$ cat src/rtl/pb_range_checker_md_pkg.sv
// Shared Global Controller definitions: bound width default, config field
// encodings, commit FSM states and a ceil-log2 helper.
package gc_pkg;

  localparam int unsigned IVAR_W_DEF = 16;

  typedef enum logic [1:0] {
    CFG_MIN = 2'b00,
    CFG_MAX = 2'b01,
    CFG_IGN = 2'b10,
    CFG_RSV = 2'b11
  } cfg_field_e;

  typedef enum logic {
    ST_IDLE    = 1'b0,
    ST_PENDING = 1'b1
  } commit_st_e;

  // Ceil-log2, floored at 1 so that a single PB or single dim still gets an
  // address bit instead of a zero-width field.
  function automatic int unsigned CLOG2(input int unsigned n);
    int unsigned r;
    r = 0;
    for (int unsigned i = 0; i < 32; i++) begin
      if ((32'd1 << i) < n) r = i + 1;
    end
    return (r == 0) ? 1 : r;
  endfunction

endpackage

$ cat src/rtl/pb_range_checker_md_if.sv
// Sample, configuration and hit signals between the GC iteration counters,
// the config master and the program-block range checker.
interface pb_range_checker_md_if
  import gc_pkg::*;
#(
  parameter int unsigned IVAR_W  = IVAR_W_DEF,
  parameter int unsigned NUM_DIM = 3,
  parameter int unsigned NUM_PB  = 8
) ();

  localparam int unsigned ADDR_W = CLOG2(NUM_PB) + CLOG2(NUM_DIM) + 2;

  logic [NUM_DIM*IVAR_W-1:0] ivar;
  logic                      ivar_valid;
  logic                      ivar_last;
  logic                      cfg_wr;
  logic [ADDR_W-1:0]         cfg_addr;
  logic [IVAR_W-1:0]         cfg_data;
  logic                      cfg_ready;
  logic                      commit_req;
  logic                      commit_done;
  logic [NUM_PB-1:0]         hit;
  logic                      hit_valid;

  modport master (
    output ivar, ivar_valid, ivar_last, cfg_wr, cfg_addr, cfg_data, commit_req,
    input  cfg_ready, commit_done, hit, hit_valid
  );

  modport slave (
    input  ivar, ivar_valid, ivar_last, cfg_wr, cfg_addr, cfg_data, commit_req,
    output cfg_ready, commit_done, hit, hit_valid
  );

endinterface

$ cat src/rtl/pb_range_checker_md_pb_dim_compare.sv
// One signed two-sided bound compare: in_o = min_i <= val_i <= max_i.
// An inverted range (min > max) never matches.
module pb_dim_compare
  import gc_pkg::*;
#(
  parameter int unsigned IVAR_W = IVAR_W_DEF
) (
  input  logic signed [IVAR_W-1:0] val_i,
  input  logic signed [IVAR_W-1:0] min_i,
  input  logic signed [IVAR_W-1:0] max_i,
  output logic                     in_o
);

  assign in_o = (val_i >= min_i) && (val_i <= max_i);

endmodule

$ cat src/rtl/pb_range_checker_md.sv
// Pipelined multi-dimensional program-block range checker. Bounds are written
// into a shadow bank and copied to the active bank at an iteration boundary;
// hit is produced two cycles after each sample.
module pb_range_checker_md
  import gc_pkg::*;
#(
  parameter int unsigned IVAR_W  = IVAR_W_DEF,
  parameter int unsigned NUM_DIM = 3,
  parameter int unsigned NUM_PB  = 8
) (
  input logic                  clk,
  input logic                  rst_n,
  pb_range_checker_md_if.slave bus
);

  localparam int unsigned PB_W  = CLOG2(NUM_PB);
  localparam int unsigned DIM_W = CLOG2(NUM_DIM);

  logic signed [IVAR_W-1:0] sh_min_q [NUM_PB][NUM_DIM];
  logic signed [IVAR_W-1:0] sh_max_q [NUM_PB][NUM_DIM];
  logic        [NUM_PB-1:0] sh_ign_q;
  logic signed [IVAR_W-1:0] ac_min_q [NUM_PB][NUM_DIM];
  logic signed [IVAR_W-1:0] ac_max_q [NUM_PB][NUM_DIM];
  logic        [NUM_PB-1:0] ac_ign_q;

  commit_st_e state_q, state_d;
  logic       swap;
  logic       cfg_ready_c;
  logic       commit_done_q;

  cfg_field_e       fld;
  logic [DIM_W-1:0] dim_idx;
  logic [PB_W-1:0]  pb_idx;
  logic             wr_en;

  logic [NUM_PB-1:0][NUM_DIM-1:0] in_c;
  logic [NUM_PB-1:0][NUM_DIM-1:0] s1_in_q;
  logic [NUM_PB-1:0]              s1_ign_q;
  logic                           s1_valid_q;
  logic [NUM_PB-1:0]              hit_c;
  logic [NUM_PB-1:0]              hit_q;
  logic                           hit_valid_q;

  assign fld     = cfg_field_e'(bus.cfg_addr[1:0]);
  assign dim_idx = bus.cfg_addr[2 +: DIM_W];
  assign pb_idx  = bus.cfg_addr[2 + DIM_W +: PB_W];
  assign wr_en   = bus.cfg_wr && cfg_ready_c;

  // Commit FSM next state; the copy happens in the first PENDING cycle that
  // is not mid-iteration.
  always_comb begin
    state_d     = state_q;
    swap        = 1'b0;
    cfg_ready_c = 1'b0;
    case (state_q)
      ST_IDLE: begin
        cfg_ready_c = 1'b1;
        if (bus.commit_req) state_d = ST_PENDING;
      end
      ST_PENDING: begin
        if (!bus.ivar_valid || bus.ivar_last) begin
          swap    = 1'b1;
          state_d = ST_IDLE;
        end
      end
      default: state_d = ST_IDLE;
    endcase
  end

  // Commit FSM state and done pulse.
  always_ff @(posedge clk) begin
    if (!rst_n) begin
      state_q       <= ST_IDLE;
      commit_done_q <= 1'b0;
    end else begin
      state_q       <= state_d;
      commit_done_q <= swap;
    end
  end

  // Shadow bank writes; out-of-range pb/dim match no loop index and are dropped.
  always_ff @(posedge clk) begin
    if (!rst_n) begin
      sh_ign_q <= '1;
      for (int unsigned p = 0; p < NUM_PB; p++) begin
        for (int unsigned d = 0; d < NUM_DIM; d++) begin
          sh_min_q[p][d] <= '0;
          sh_max_q[p][d] <= '0;
        end
      end
    end else if (wr_en) begin
      for (int unsigned p = 0; p < NUM_PB; p++) begin
        if (pb_idx == PB_W'(p)) begin
          if (fld == CFG_IGN) sh_ign_q[p] <= bus.cfg_data[0];
          for (int unsigned d = 0; d < NUM_DIM; d++) begin
            if (dim_idx == DIM_W'(d)) begin
              if (fld == CFG_MIN) sh_min_q[p][d] <= bus.cfg_data;
              if (fld == CFG_MAX) sh_max_q[p][d] <= bus.cfg_data;
            end
          end
        end
      end
    end
  end

  // Active bank: reset values or an atomic copy of the shadow bank.
  always_ff @(posedge clk) begin
    if (!rst_n) begin
      ac_ign_q <= '1;
      for (int unsigned p = 0; p < NUM_PB; p++) begin
        for (int unsigned d = 0; d < NUM_DIM; d++) begin
          ac_min_q[p][d] <= '0;
          ac_max_q[p][d] <= '0;
        end
      end
    end else if (swap) begin
      ac_ign_q <= sh_ign_q;
      ac_min_q <= sh_min_q;
      ac_max_q <= sh_max_q;
    end
  end

  for (genvar p = 0; p < NUM_PB; p++) begin : g_pb
    for (genvar d = 0; d < NUM_DIM; d++) begin : g_dim
      pb_dim_compare #(.IVAR_W(IVAR_W)) u_cmp (
        .val_i (bus.ivar[d*IVAR_W +: IVAR_W]),
        .min_i (ac_min_q[p][d]),
        .max_i (ac_max_q[p][d]),
        .in_o  (in_c[p][d])
      );
    end
  end

  // S1: capture per-dim compare bits with the ignore flags of the same bank.
  always_ff @(posedge clk) begin
    if (!rst_n) begin
      s1_in_q    <= '0;
      s1_ign_q   <= '0;
      s1_valid_q <= 1'b0;
    end else begin
      s1_in_q    <= in_c;
      s1_ign_q   <= ac_ign_q;
      s1_valid_q <= bus.ivar_valid;
    end
  end

  // Per-PB reduction of the S1 compare bits.
  always_comb begin
    hit_c = '0;
    for (int unsigned p = 0; p < NUM_PB; p++) begin
      hit_c[p] = s1_ign_q[p] | (&s1_in_q[p]);
    end
  end

  // S2: register hit, holding it across invalid cycles.
  always_ff @(posedge clk) begin
    if (!rst_n) begin
      hit_q       <= '0;
      hit_valid_q <= 1'b0;
    end else begin
      hit_valid_q <= s1_valid_q;
      if (s1_valid_q) hit_q <= hit_c;
    end
  end

  assign bus.cfg_ready   = cfg_ready_c;
  assign bus.commit_done = commit_done_q;
  assign bus.hit         = hit_q;
  assign bus.hit_valid   = hit_valid_q;

endmodule
$ cat src/flat_wrapper.sv
// flat-port wrapper written by rule: the top's interface ports become plain ports
module pb_range_checker_md_flat import gc_pkg::*;
#(
  parameter int unsigned IVAR_W  = IVAR_W_DEF,
  parameter int unsigned NUM_DIM = 3,
  parameter int unsigned NUM_PB  = 8
)
  (clk, rst_n, bus_ivar, bus_ivar_valid, bus_ivar_last, bus_cfg_wr, bus_cfg_addr, bus_cfg_data, bus_commit_req, bus_cfg_ready, bus_commit_done, bus_hit, bus_hit_valid);
  pb_range_checker_md_if #(.IVAR_W(IVAR_W), .NUM_DIM(NUM_DIM), .NUM_PB(NUM_PB)) bus_i ();
  input logic clk;
  input logic rst_n;
  input wire logic [$bits(bus_i.ivar)-1:0] bus_ivar;
  input wire logic [$bits(bus_i.ivar_valid)-1:0] bus_ivar_valid;
  input wire logic [$bits(bus_i.ivar_last)-1:0] bus_ivar_last;
  input wire logic [$bits(bus_i.cfg_wr)-1:0] bus_cfg_wr;
  input wire logic [$bits(bus_i.cfg_addr)-1:0] bus_cfg_addr;
  input wire logic [$bits(bus_i.cfg_data)-1:0] bus_cfg_data;
  input wire logic [$bits(bus_i.commit_req)-1:0] bus_commit_req;
  output wire logic [$bits(bus_i.cfg_ready)-1:0] bus_cfg_ready;
  output wire logic [$bits(bus_i.commit_done)-1:0] bus_commit_done;
  output wire logic [$bits(bus_i.hit)-1:0] bus_hit;
  output wire logic [$bits(bus_i.hit_valid)-1:0] bus_hit_valid;
  assign bus_i.ivar = bus_ivar;
  assign bus_i.ivar_valid = bus_ivar_valid;
  assign bus_i.ivar_last = bus_ivar_last;
  assign bus_i.cfg_wr = bus_cfg_wr;
  assign bus_i.cfg_addr = bus_cfg_addr;
  assign bus_i.cfg_data = bus_cfg_data;
  assign bus_i.commit_req = bus_commit_req;
  assign bus_cfg_ready = bus_i.cfg_ready;
  assign bus_commit_done = bus_i.commit_done;
  assign bus_hit = bus_i.hit;
  assign bus_hit_valid = bus_i.hit_valid;
  pb_range_checker_md #(.IVAR_W(IVAR_W), .NUM_DIM(NUM_DIM), .NUM_PB(NUM_PB)) u_core (.clk(clk), .rst_n(rst_n), .bus(bus_i));
endmodule
$ cat config.mk
export PLATFORM = sky130hd
export DESIGN_NAME = pb_range_checker_md_flat
export DESIGN_NICKNAME = d
export VERILOG_FILES = /design/src/rtl/pb_range_checker_md_pkg.sv /design/src/rtl/pb_range_checker_md_if.sv /design/src/rtl/pb_range_checker_md_pb_dim_compare.sv /design/src/rtl/pb_range_checker_md.sv /design/src/flat_wrapper.sv
export SDC_FILE = /design/constraint.sdc
export NUM_CORES = 2
export LEC_CHECK = 0
export BUFFER_PORTS_ARGS = -buffer_cell sky130_fd_sc_hd__buf_4
export CAP_MARGIN = 5
export CORE_ASPECT_RATIO = 2
export CORE_UTILIZATION = 50
export CTS_BUF_LIST = sky130_fd_sc_hd__clkbuf_4
export DETAILED_ROUTE_END_ITERATION = 7
export PLACE_DENSITY = 0.66
export REMOVE_ABC_BUFFERS = 1
export SETUP_SLACK_MARGIN = 0.3
export SLEW_MARGIN = 20
export SYNTH_ARGS = -nofsm -noshare
export SYNTH_HDL_FRONTEND = slang
export SYNTH_SLANG_ARGS = --single-unit
$ cat constraint.sdc
create_clock -name clk -period 3.2 [get_ports clk]
set_clock_uncertainty 0.15 [all_clocks]
set_input_delay 0.16 -clock clk [delete_from_list [all_inputs] [get_ports clk]]
set_output_delay 0.16 -clock clk [all_outputs]
set_load 0.02 [all_outputs]
==> implementation parameters <==
Parameter                              Value

Synth
  Cell variety after synth ... 74
  Top-count cell post-synth ... nand2_1
  Area share of the largest cell type after synthesis ... 0.452
  Mean area per synthesized cell ... 8.08 um^2
  Most used flip-flop cell after synthesis ... dfxtp_1
  Yosys warning count ... 0
  Count of mapped cells out of synthesis ... 8756
  Synth Cell Area ... 0.0707 mm^2
  Share of synthesized registers carrying an async set or reset ... 0
  Top post-synthesis cells by area ... dfxtp_1 45%, ha_1 14%, nand2_1 13%
  Total of flip-flops plus latches after synthesis ... 1596
  Number of flops mapped to enable cells by yosys ... 0
  Post-synth top area cell ... dfxtp_1
  Most instantiated cells after synthesis ... 2451 x nand2_1, 1596 x dfxtp_1, 1004 x a21oi_1
  Proportion of synthesized chip area in sequential cells ... 0.452

Job
  Max cap viols ... 0

Clocking
  Clock tree buffer depth ... 4
  Number of buffers inserted by post-CTS setup repair ... 0
  Clock tree from TritonCTS ... done
  Post-CTS clock slew at the launch and capture registers of the worst setup and hold paths ... 0.08 ns
  Clock tree sinks ... 1596
  Clk Tree Root Cell ... clkbuf_4
  H-tree levels ... 5
  Number of buffers created by CTS ... 367
  Worst-skew pair later-pin latency ... 1.19 ns

Route
  Number of remaining DRC errors ... 0
  Total via count after detailed routing ... 63600
  WL/cell ... 21.6 um
  Number of detailed-route iterations in the first pass ... 6
  Initial detailed-routing violation count ... 4831
  Drt total wl ... 243000 um
  Per-cell via count in the routed design ... 5.66
  Antenna Violating Nets Remaining ... 0

Critical path
  Sort of element at the start of the critical path ... register
  Critical path start-end classification ... register to register
  Required time at the endpoint of the critical path ... 4.17 ns
  CP endpoint kind ... register
  Critical Path AT ... 3.90 ns
  Biggest fanout along the worst timing path ... 7

Floorplanning
  Die span in x ... 268 um
  Chip Height ... 534 um
  Area of the placeable core ... 0.140 mm^2
  Site row count ... 194
  Initial cell density of the core ... 0.505
  Total Die Area ... 0.143 mm^2
  I/O pin count ... 88

Timing
  Transition time of the tightest slew-check pin ... 1.13 ns
  Setup tns final ... 0 ns
  Slew Viols, Final ... 0
  Clock period minus worst slack ... 2.93 ns
  Share of the clock period used by the worst path ... 0.916
  Worst slew margin ... 0.249
  Unrepaired setup endpoints after global routing ... true
  Maximum frequency from static timing analysis ... 341 MHz
  Final setup vio count ... 0
  Number of endpoints with negative hold slack in the final report ... 0

Final layout
  Area growth syn-to-layout ... 13.3%
  Share of layout cells above drive strength 1 ... 0.0941
  Layout Cells excl Fill ... 11243
  Number of nets in the layout ... 9971

Global routing
  Wire length of the first global-routing pass ... 364000 um
  Met1 layer usage reported by global route ... 0.357
  Via count of the first global-routing pass ... 62990
  Global router's overall resource usage ... 0.337
  Number of antenna violations at the first check in global routing ... 16
  Met2 global-route usage ... 0.592
  GR Util met3 ... 0.0558
  Total global routing overflow ... 0
  Largest net degree at the start of global routing ... 154
  Gr busiest metal ... met2

Hold path
  Min-Delay Path Class ... primary input to register

Placed design
  Number of placed instances, taps included ... 10451
  Global placement routability congestion ... 0.904
  Number of port buffers ... 87
  DP HPWL ... 150000 um

Power and ir drop
  Total power divided by cell area ... 493 mW/mm^2
  VDD IR max ... 0.335 mV
  Static leakage ... 0.0289 uW

Status
  Result of the run ... complete, no violations
-- critical path, stage by stage, from the launching register on --
cell and delay, ns:
dfxtp_1 0.51, nor3b_4 0.36, and3b_1 0.52, nand3_1 0.12
dlygate4sd3_1 0.58, nand3_1 0.08, dlygate4sd3_1 0.56
-- worst paths after layout --
path / slack (ns) / cells past startpoint / start / endpoint
min reg2reg: 0.22 / 2 / u_core.sh_max_q[366]$_SDFFE_PN0P_ / u_core.ac_max_q[366]$_SDFFE_PN0P_
min: 0.07 / 7 / bus_ivar[5] / u_core.s1_in_q[6]$_SDFF_PN0_
max reg2reg: 0.27 / 6 / u_core.state_q$_SDFF_PN0_ / u_core.sh_ign_q[1]$_SDFFE_PN1P_
max: 0.27 / 6 / u_core.state_q$_SDFF_PN0_ / u_core.sh_ign_q[1]$_SDFFE_PN1P_
-- layout make-up --
class | instances | area, um^2
multi-input combinational | 5941 | 34000
inverter | 765 | 2890
tap | 1862 | 2330
fill | 13140 | 59900
timing repair buffer | 455 | 4430
clock inverter | 108 | 667
sequential | 1596 | 32000
antenna | 7 | 17.5
clock buffer | 509 | 3820
-- cells by family after synthesis --
family / after synthesis / synth area share
fa+ha+maj: 768 / 0.136
compound gates: 2175 / 0.169
simple gates: 2980 / 0.173
xor+xnor: 3 / 0.000372
flops: 1596 / 0.452
mux: 15 / 0.00221
buf+inv: 1219 / 0.0674
-- metrics by stage --
| step | worst slack, ns | power [uW] | util | instance area, um^2 | hold slack, ns |
|---|---|---|---|---|---|
| 6_report | 0.270 | 39500 | 0.572 | 80100 | 0.0682 |
| 5_1_grt | 0.199 | 40900 | 0.572 | 80100 | 0.0565 |
| 3_3_place_gp | 0.161 | 23400 | 0.527 | 73800 | 0.220 |
| 4_1_cts | 0.319 | 39700 | 0.572 | 80100 | 0.00119 |
| 2_1_floorplan | -17.75 | 21800 | - | 68800 | 0.0818 |
| 3_5_place_dp | 0.191 | 23500 | 0.527 | 73800 | 0.236 |
-- power by group --
group          switching, uW  internal [uW]
clock                   8200           7970
combinational           2360           1010
sequential              51.9          19900
-- flip-flops by register name, indices dropped and copies added (netlist names) --
signal / flops
u_core.ac_max_q: 384
u_core.ac_min_q: 384
u_core.sh_max_q: 384
u_core.sh_min_q: 384
u_core.s1_in_q: 24
u_core.ac_ign_q: 8
u_core.bus.hit: 8
u_core.s1_ign_q: 8
u_core.sh_ign_q: 8
u_core.bus.commit_done: 1
u_core.bus.hit_valid: 1
u_core.s1_valid_q: 1
u_core.state_q: 1
-- what timing repair did --
| item | 4_1_cts | 5_1_grt |
|---|---|---|
| setup endpoints to repair | 0 | 36 |
| resized for setup | 0 | 15 |
| hold endpoints to repair | 1385 | 1 |
| hold buffers | 169 | 1 |
-- metal layers --
layer  up-vias  wire [um]
met5         -         70
met4        12      20500
met3       892      16300
met2      2396     119000
met1     30231      86900
li1      30069          -
-- cell usage in the layout (no fill, tap or decap), types with 8 or more instances in the layout --
master / instances
a21oi_1: 1004
clkbuf_4: 509
ha_1: 768
or3_1: 14
or4_1: 10
inv_1: 763
nor2_1: 118
buf_12: 46
nand3_1: 77
a21o_1: 80
o211ai_1: 35
and2_1: 13
bufinv_16: 8
a31oi_1: 22
a221oi_1: 20
nand4_1: 118
mux2i_1: 10
o21ai_0: 759
nor3_1: 23
o22a_1: 8
a211oi_1: 34
dlygate4sd3_1: 154
dfxtp_1: 1596
buf_4: 251
nand2_1: 2449
nor2b_1: 32
a2111oi_0: 20
nand2b_1: 25
clkinv_1: 81
nor2_2: 15
o21a_1: 12
and4_1: 27
a22o_1: 48
and3_1: 16
nor4_1: 12
o21ai_1: 55
No activity file was read; power rests on OpenSTA's default activity.
